$ cat config.mk
export PLATFORM = sky130hd
export DESIGN_NAME = csr_timer_bank_flat
export DESIGN_NICKNAME = d
export VERILOG_FILES = /design/src/rtl/csr_timer_pkg.sv /design/src/rtl/csr_timer_bank_if.sv /design/src/rtl/csr_timer_chan.sv /design/src/rtl/csr_timer_bank.sv /design/src/flat_wrapper.sv
export SDC_FILE = /design/constraint.sdc
export NUM_CORES = 1
export LEC_CHECK = 0
export CORE_MARGIN = 3
export CORE_UTILIZATION = 50
export DETAILED_ROUTE_END_ITERATION = 12
export PLACE_DENSITY = 0.68
export SETUP_SLACK_MARGIN = 0.5
export SYNTH_ARGS = -nofsm -noshare
export SYNTH_HDL_FRONTEND = slang
export SYNTH_SLANG_ARGS = --single-unit
$ cat constraint.sdc
create_clock -name clk -period 8.7 [get_ports clk]
set_input_delay 0.87 -clock clk [delete_from_list [all_inputs] [get_ports clk]]
set_output_delay 0.87 -clock clk [all_outputs]
set_load 0.1 [all_outputs]
$ cat src/rtl/csr_timer_pkg.sv
// Shared field positions, register offsets and defaults for the CSR timer bank.
// Optional prescaler is enabled by defining CSR_TIMER_PRESCALE_EN.
package csr_timer_pkg;
  localparam int TCFG_EN       = 0;
  localparam int TCFG_PERIODIC = 1;
  localparam int TICLR_CLR     = 0;

  localparam int OFF_TCFG    = 0;
  localparam int OFF_TVAL    = 1;
  localparam int OFF_TICLR   = 2;
  localparam int CHAN_STRIDE = 4;

  localparam int             DEF_NUM_TIMERS = 4;
  localparam int             DEF_TIMER_W    = 32;
  localparam logic [13:0]    DEF_CSR_BASE   = 14'h100;
  localparam int             DEF_PRESCALE   = 16;

  typedef enum logic [1:0] {
    REG_TCFG  = 2'(OFF_TCFG),
    REG_TVAL  = 2'(OFF_TVAL),
    REG_TICLR = 2'(OFF_TICLR),
    REG_RSVD  = 2'd3
  } reg_off_e;

  // Per-channel write request; cfg_next is the already-masked TCFG value.
  typedef struct packed {
    logic        cfg_we;
    logic        en_wr;
    logic        clr;
    logic [31:0] cfg_next;
  } chan_wr_t;
endpackage

$ cat src/rtl/csr_timer_bank_if.sv
// CSR read/write port shared with the core CSR file.
interface csr_timer_bank_if;
  logic        csr_re;
  logic [13:0] csr_num;
  logic [31:0] csr_rvalue;
  logic        csr_hit;
  logic        csr_we;
  logic [31:0] csr_wmask;
  logic [31:0] csr_wvalue;

  modport master (
    output csr_re, csr_num, csr_we, csr_wmask, csr_wvalue,
    input  csr_rvalue, csr_hit
  );
  modport slave (
    input  csr_re, csr_num, csr_we, csr_wmask, csr_wvalue,
    output csr_rvalue, csr_hit
  );
endinterface

$ cat src/rtl/csr_timer_chan.sv
// One timer channel: TCFG register, down counter and pending flag.
module csr_timer_chan
  import csr_timer_pkg::*;
#(
  parameter int TIMER_W = DEF_TIMER_W
) (
  input  logic               clk,
  input  logic               reset,
  input  logic               tick,
  input  chan_wr_t           wr,
  output logic [TIMER_W-1:0] cfg,
  output logic [TIMER_W-1:0] cnt,
  output logic               pending
);
  logic [TIMER_W-1:0] nxt, load_val, reload_val;
  logic en, periodic, zero, run, fire;

  assign nxt        = wr.cfg_next[TIMER_W-1:0];
  assign load_val   = {nxt[TIMER_W-1:2], 2'b00};
  assign reload_val = {cfg[TIMER_W-1:2], 2'b00};
  assign en         = cfg[TCFG_EN];
  assign periodic   = cfg[TCFG_PERIODIC];
  assign zero       = (cnt == '0);
  assign run        = en && tick && (cnt != '1);
  assign fire       = en && tick && zero;

  always_ff @(posedge clk or posedge reset) begin
    if (reset) begin
      cfg     <= '0;
      cnt     <= '1;
      pending <= 1'b0;
    end else begin
      if (wr.cfg_we) cfg <= nxt;
      // Only a write that actually touches EN restarts the count; a masked
      // write of other fields leaves a running count alone.
      if (wr.cfg_we && wr.en_wr && nxt[TCFG_EN])
        cnt <= load_val;
      else if (wr.cfg_we && !nxt[TCFG_EN])
        cnt <= cnt;
      else if (run)
        cnt <= (zero && periodic) ? reload_val : cnt - TIMER_W'(1);
      if (fire)        pending <= 1'b1;
      else if (wr.clr) pending <= 1'b0;
    end
  end
endmodule

$ cat src/rtl/csr_timer_bank.sv
// Bank of NUM_TIMERS down-counting CSR timers with shared interrupt enable.
// Define CSR_TIMER_PRESCALE_EN to add a shared tick prescaler (PRESCALE).
module csr_timer_bank
  import csr_timer_pkg::*;
#(
  parameter int          NUM_TIMERS = DEF_NUM_TIMERS,
  parameter int          TIMER_W    = DEF_TIMER_W,
  parameter logic [13:0] CSR_BASE   = DEF_CSR_BASE
`ifdef CSR_TIMER_PRESCALE_EN
  , parameter int        PRESCALE   = DEF_PRESCALE
`endif
) (
  input  logic                  clk,
  input  logic                  reset,
  csr_timer_bank_if.slave       csr,
  output logic [NUM_TIMERS-1:0] timer_pending,
  output logic                  timer_irq
);
  localparam int          CW     = (NUM_TIMERS > 1) ? $clog2(NUM_TIMERS) : 1;
  localparam logic [13:0] IE_OFF = 14'(CHAN_STRIDE * NUM_TIMERS);

  logic [NUM_TIMERS-1:0][TIMER_W-1:0] cfg, cnt;
  logic [NUM_TIMERS-1:0]              ie;
  logic [13:0]                        off;
  logic                               above, in_chan, ie_sel, tick;
  logic [CW-1:0]                      chan_idx;
  reg_off_e                           roff;
  logic [31:0]                        rdata;

  // Decode relative to CSR_BASE; 'above' guards the wrapped subtraction.
  assign off      = csr.csr_num - CSR_BASE;
  assign above    = (csr.csr_num >= CSR_BASE);
  assign in_chan  = above && (off < IE_OFF);
  assign ie_sel   = above && (off == IE_OFF);
  assign chan_idx = off[CW+1:2];
  assign roff     = reg_off_e'(off[1:0]);
  assign csr.csr_hit = (in_chan && (roff != REG_RSVD)) || ie_sel;

  always_comb begin
    rdata = '0;
    if (csr.csr_re) begin
      if (ie_sel) rdata[NUM_TIMERS-1:0] = ie;
      else if (in_chan) begin
        case (roff)
          REG_TCFG: rdata[TIMER_W-1:0] = cfg[chan_idx];
          REG_TVAL: rdata[TIMER_W-1:0] = cnt[chan_idx];
          default:  rdata = '0;
        endcase
      end
    end
  end
  assign csr.csr_rvalue = rdata;

  always_ff @(posedge clk or posedge reset) begin
    if (reset) ie <= '0;
    else if (csr.csr_we && ie_sel)
      ie <= (csr.csr_wmask[NUM_TIMERS-1:0] & csr.csr_wvalue[NUM_TIMERS-1:0]) |
            (~csr.csr_wmask[NUM_TIMERS-1:0] & ie);
  end

  assign timer_irq = |(timer_pending & ie);

`ifdef CSR_TIMER_PRESCALE_EN
  localparam int PW = $clog2(PRESCALE);
  logic [PW-1:0] psc;
  assign tick = (psc == PW'(PRESCALE - 1));
  always_ff @(posedge clk or posedge reset) begin
    if (reset) psc <= '0;
    else       psc <= tick ? '0 : psc + PW'(1);
  end
`else
  assign tick = 1'b1;
`endif

  for (genvar i = 0; i < NUM_TIMERS; i++) begin : g_chan
    logic     sel;
    chan_wr_t wr;
    assign sel = csr.csr_we && in_chan && (chan_idx == CW'(i));
    assign wr  = '{
      cfg_we:   sel && (roff == REG_TCFG),
      en_wr:    csr.csr_wmask[TCFG_EN],
      clr:      sel && (roff == REG_TICLR) &&
                csr.csr_wmask[TICLR_CLR] && csr.csr_wvalue[TICLR_CLR],
      cfg_next: (csr.csr_wmask & csr.csr_wvalue) | (~csr.csr_wmask & 32'(cfg[i]))
    };
    csr_timer_chan #(.TIMER_W(TIMER_W)) u_chan (
      .clk     (clk),
      .reset   (reset),
      .tick    (tick),
      .wr      (wr),
      .cfg     (cfg[i]),
      .cnt     (cnt[i]),
      .pending (timer_pending[i])
    );
  end
endmodule

$ cat src/flat_wrapper.sv
// flat-port wrapper written by rule: the top's interface ports become plain ports
module csr_timer_bank_flat import csr_timer_pkg::*;
#(
  parameter int          NUM_TIMERS = DEF_NUM_TIMERS,
  parameter int          TIMER_W    = DEF_TIMER_W,
  parameter logic [13:0] CSR_BASE   = DEF_CSR_BASE

)
  (clk, reset, timer_pending, timer_irq, csr_csr_re, csr_csr_num, csr_csr_we, csr_csr_wmask, csr_csr_wvalue, csr_csr_rvalue, csr_csr_hit);
  csr_timer_bank_if csr_i ();
  input  logic clk;
  input  logic reset;
  output logic [NUM_TIMERS-1:0] timer_pending;
  output logic timer_irq;
  input wire logic [$bits(csr_i.csr_re)-1:0] csr_csr_re;
  input wire logic [$bits(csr_i.csr_num)-1:0] csr_csr_num;
  input wire logic [$bits(csr_i.csr_we)-1:0] csr_csr_we;
  input wire logic [$bits(csr_i.csr_wmask)-1:0] csr_csr_wmask;
  input wire logic [$bits(csr_i.csr_wvalue)-1:0] csr_csr_wvalue;
  output wire logic [$bits(csr_i.csr_rvalue)-1:0] csr_csr_rvalue;
  output wire logic [$bits(csr_i.csr_hit)-1:0] csr_csr_hit;
  assign csr_i.csr_re = csr_csr_re;
  assign csr_i.csr_num = csr_csr_num;
  assign csr_i.csr_we = csr_csr_we;
  assign csr_i.csr_wmask = csr_csr_wmask;
  assign csr_i.csr_wvalue = csr_csr_wvalue;
  assign csr_csr_rvalue = csr_i.csr_rvalue;
  assign csr_csr_hit = csr_i.csr_hit;
  csr_timer_bank #(.NUM_TIMERS(NUM_TIMERS), .TIMER_W(TIMER_W), .CSR_BASE(CSR_BASE)) u_core (.clk(clk), .reset(reset), .csr(csr_i), .timer_pending(timer_pending), .timer_irq(timer_irq));
endmodule
==> results.toml <==
[place]
place.detailed.hpwl_mm = 45.76
gp_routability_congestion = 0.9620
port_buffers = 119

[grt]
grt_pass1_vias = 16270
global_route_total_usage_across_every_layer_pct = 34.16
global_route.overflow_total = 0
global_route_wire_length_before_repair_mm = 101.7
grt_antenna_before_repair = 0
grt_max_degree = 106

[synth]
netlist-cell-type-count = 88
ys_async_sr_fraction_pct = 100.0
ranking_of_synthesized_cells_by_area = "dfrtp_1 18%, dfstp_2 18%, mux4_2 7.7%, mux2_2 6.8%, mux2i_1 5.7%"
synth-edff-count = 0
synth.cells.most_frequent = "248 x nand2_1, 157 x o21ai_0, 136 x dfrtp_1"
synth_warnings = 0
netlist_area_um2 = 18420
synth_area_leader_cell = "dfrtp_1"
synth_top_flop_cell = "dfrtp_1"
yosys_register_bits = 264
synth.top_cell.area_share_pct = 18.48
netlist_instances = 1974
post-synth-top-count-cell = "nand2_1"
ys_seq_area_share_pct = 36.74
postSynthAreaPerCell_um2 = 9.331
mappedNetlistNets = 2064

[clock_tree]
clkLatencyLatePin_ps = 600
cts_resized = 0
cts.reportedPaths.clkPinSlew_ps = 60
cts.repair_timing.setup_buffer_count = 0
clock_sinks = 264
cts_tree = "done"
htreeDepth = 1
cts_hold_buf = 0
cts_root_buffer = "clkbuf_16"
clock_path_buffers = 3
cts_buffers = 31

[floorplan]
area_enclosed_by_the_die_boundary_um2 = 39180
design.core.area_um2 = 35910
rows = 69
fp.dieH_um = 197.9
floorplan.die.width_um = 197.9
initial_utilization_pct = 51.29
pin_count = 120

[drt]
detailedRoute.firstPassIterationCount = 6
detail-route-antenna-nets = 0
drt_drc_violations_left = 0
drt_first_iter_violations = 2483
wire_per_inst_um = 27.48
finalWirelength_mm = 68.38
vias_per_cell = 6.931
num_vias = 17240

[timing]
rsz0062_at_grt = "false"
report.final.slew_viol_count = 0
max_freq_mhz = 182.4
setup_violations = 0
totalNegativeSetupSlack_ps = 0
timing.clock.skew_ps = 18.22
post-route-min-period_ps = 5481
slew_headroom_pct = 11.51
worst_slew_pin_slew_ps = 1324
finalHoldViolCount = 0
share_of_the_clock_period_used_by_the_worst_path_pct = 63.00

[run]
cap_violations = 0

[critical_path]
worstPathMaxFanout = 28
data_required_critical_path_ps = 7830
worst_ep_arrival_time_ps = 4610
path_class = "input pin to output port"
start_kind = "input pin"
setup.worst_path.end_class = "output port"

[outcome]
status = "finished, final reports clean"

[layout]
area_growth_pct = 12.88
drive_above_1_share_pct = 21.67
design.final.nets = 2091

[pwr]
total_power_divided_by_cell_area_nw_per_um2 = 143.7
vdd_ir_drop_max_uv = 172.0
power_leakage_nw = 8.458
power_mw = 2.987

[min_path]
hp-class = "flop to flop"
per-layer routing:
layer / vias to the layer above / track usage, % / share of wire [%]
met5: - / 0 / 0
met4: 0 / 15.73 / 5.6
met3: 260 / 9.461 / 12
met1: 8452 / 46.30 / 39
li1: 7331 / - / -
met2: 1201 / 51.22 / 43
logic make-up after synthesis:
logic type,synth area share (%)
compound gates,14.72
xor+xnor,3.519
fa+ha+maj,0.5435
buf+inv,4.884
flops,36.74
mux,20.71
simple gates,18.89
worst paths after layout:
kind	startpoint	depth (start not counted)	slack, ps	endpoint
max	csr_csr_num[11]	9	3220	csr_csr_rvalue[16]
min	u_core.g_chan[3].u_chan.cnt[25]$_DFFE_PP1P_	2	510	u_core.g_chan[3].u_chan.cnt[25]$_DFFE_PP1P_
max reg2reg	u_core.g_chan[3].u_chan.cnt[1]$_DFFE_PP1P_	9	4370	u_core.g_chan[3].u_chan.cnt[31]$_DFFE_PP1P_
min reg2reg	u_core.g_chan[3].u_chan.cnt[25]$_DFFE_PP1P_	2	510	u_core.g_chan[3].u_chan.cnt[25]$_DFFE_PP1P_
max in group asynchronous	reset	3	6400	u_core.g_chan[1].u_chan.cfg[30]$_DFFE_PP0N_
min in group asynchronous	reset	2	810	u_core.g_chan[0].u_chan.cfg[10]$_DFFE_PP0N_
worst max-delay path: stages:
cell,delay (ps)
clkdlybuf4s50_1,390
or4b_1,730
or3_1,460
or3_1,380
inv_1,80
nand2_1,60
buf_4,280
nor2_1,180
clkdlybuf4s50_1,1150
registers in the layout, summed over array words and instances (netlist names), named ones only:
| register | cells |
|---|---|
| u_core.g_chan.u_chan.cfg | 124 |
| u_core.g_chan.u_chan.cnt | 128 |
| u_core.g_chan.u_chan.pending | 4 |
placed cells by master, fill, tap and decap left out, types with 36 or more instances in the layout:
master / instances
nand2_1: 248
o21ai_0: 157
dfrtp_1: 136
nor2_1: 132
dfstp_2: 128
clkdlybuf4s50_1: 116
mux2_2: 111
mux2i_1: 105
a21oi_1: 103
nand3_1: 66
mux4_2: 63
o211ai_1: 49
inv_1: 44
nor4_1: 41
xor2_1: 40
nor3_1: 39
nand4_1: 36
layout make-up:
class / instances / area (um2)
Fill cell: 3180 / 15120
Multi-Input combinational cell: 1507 / 10830
Sequential cell: 264 / 6766
Timing Repair Buffer: 152 / 1429
Clock buffer: 44 / 884.6
Tap cell: 461 / 576.8
Inverter: 45 / 176.4
Clock inverter: 14 / 123.9
Antenna cell: 1 / 2.502
power breakdown:
| part | leakage (nW) | internal (mW) | total, mW | switching [mW] |
|---|---|---|---|---|
| clock | 0.509 | 0.763 | 1.32 | 0.562 |
| sequential | 3.14 | 1.27 | 1.31 | 0.0415 |
| combinational | 4.81 | 0.149 | 0.354 | 0.205 |
| total | 8.46 | 2.18 | 2.99 | 0.809 |
through the flow:
step | cells | hold WS [ps] | worst slack [ps] | utilization (%) | cell area, um2
floorplan | 1974 | 470.8 | 773.3 | - | 18420
finish | 2488 | 511.6 | 3219 | 57.89 | 20790
CTS | 2487 | 505.1 | 3180 | 57.88 | 20790
global placement | 2429 | 495.3 | 3283 | 55.08 | 19780
global route | 2487 | 546.9 | 3043 | 57.88 | 20790
detailed placement | 2429 | 495.9 | 3196 | 55.08 | 19780
(Power assumes the default switching activity.)
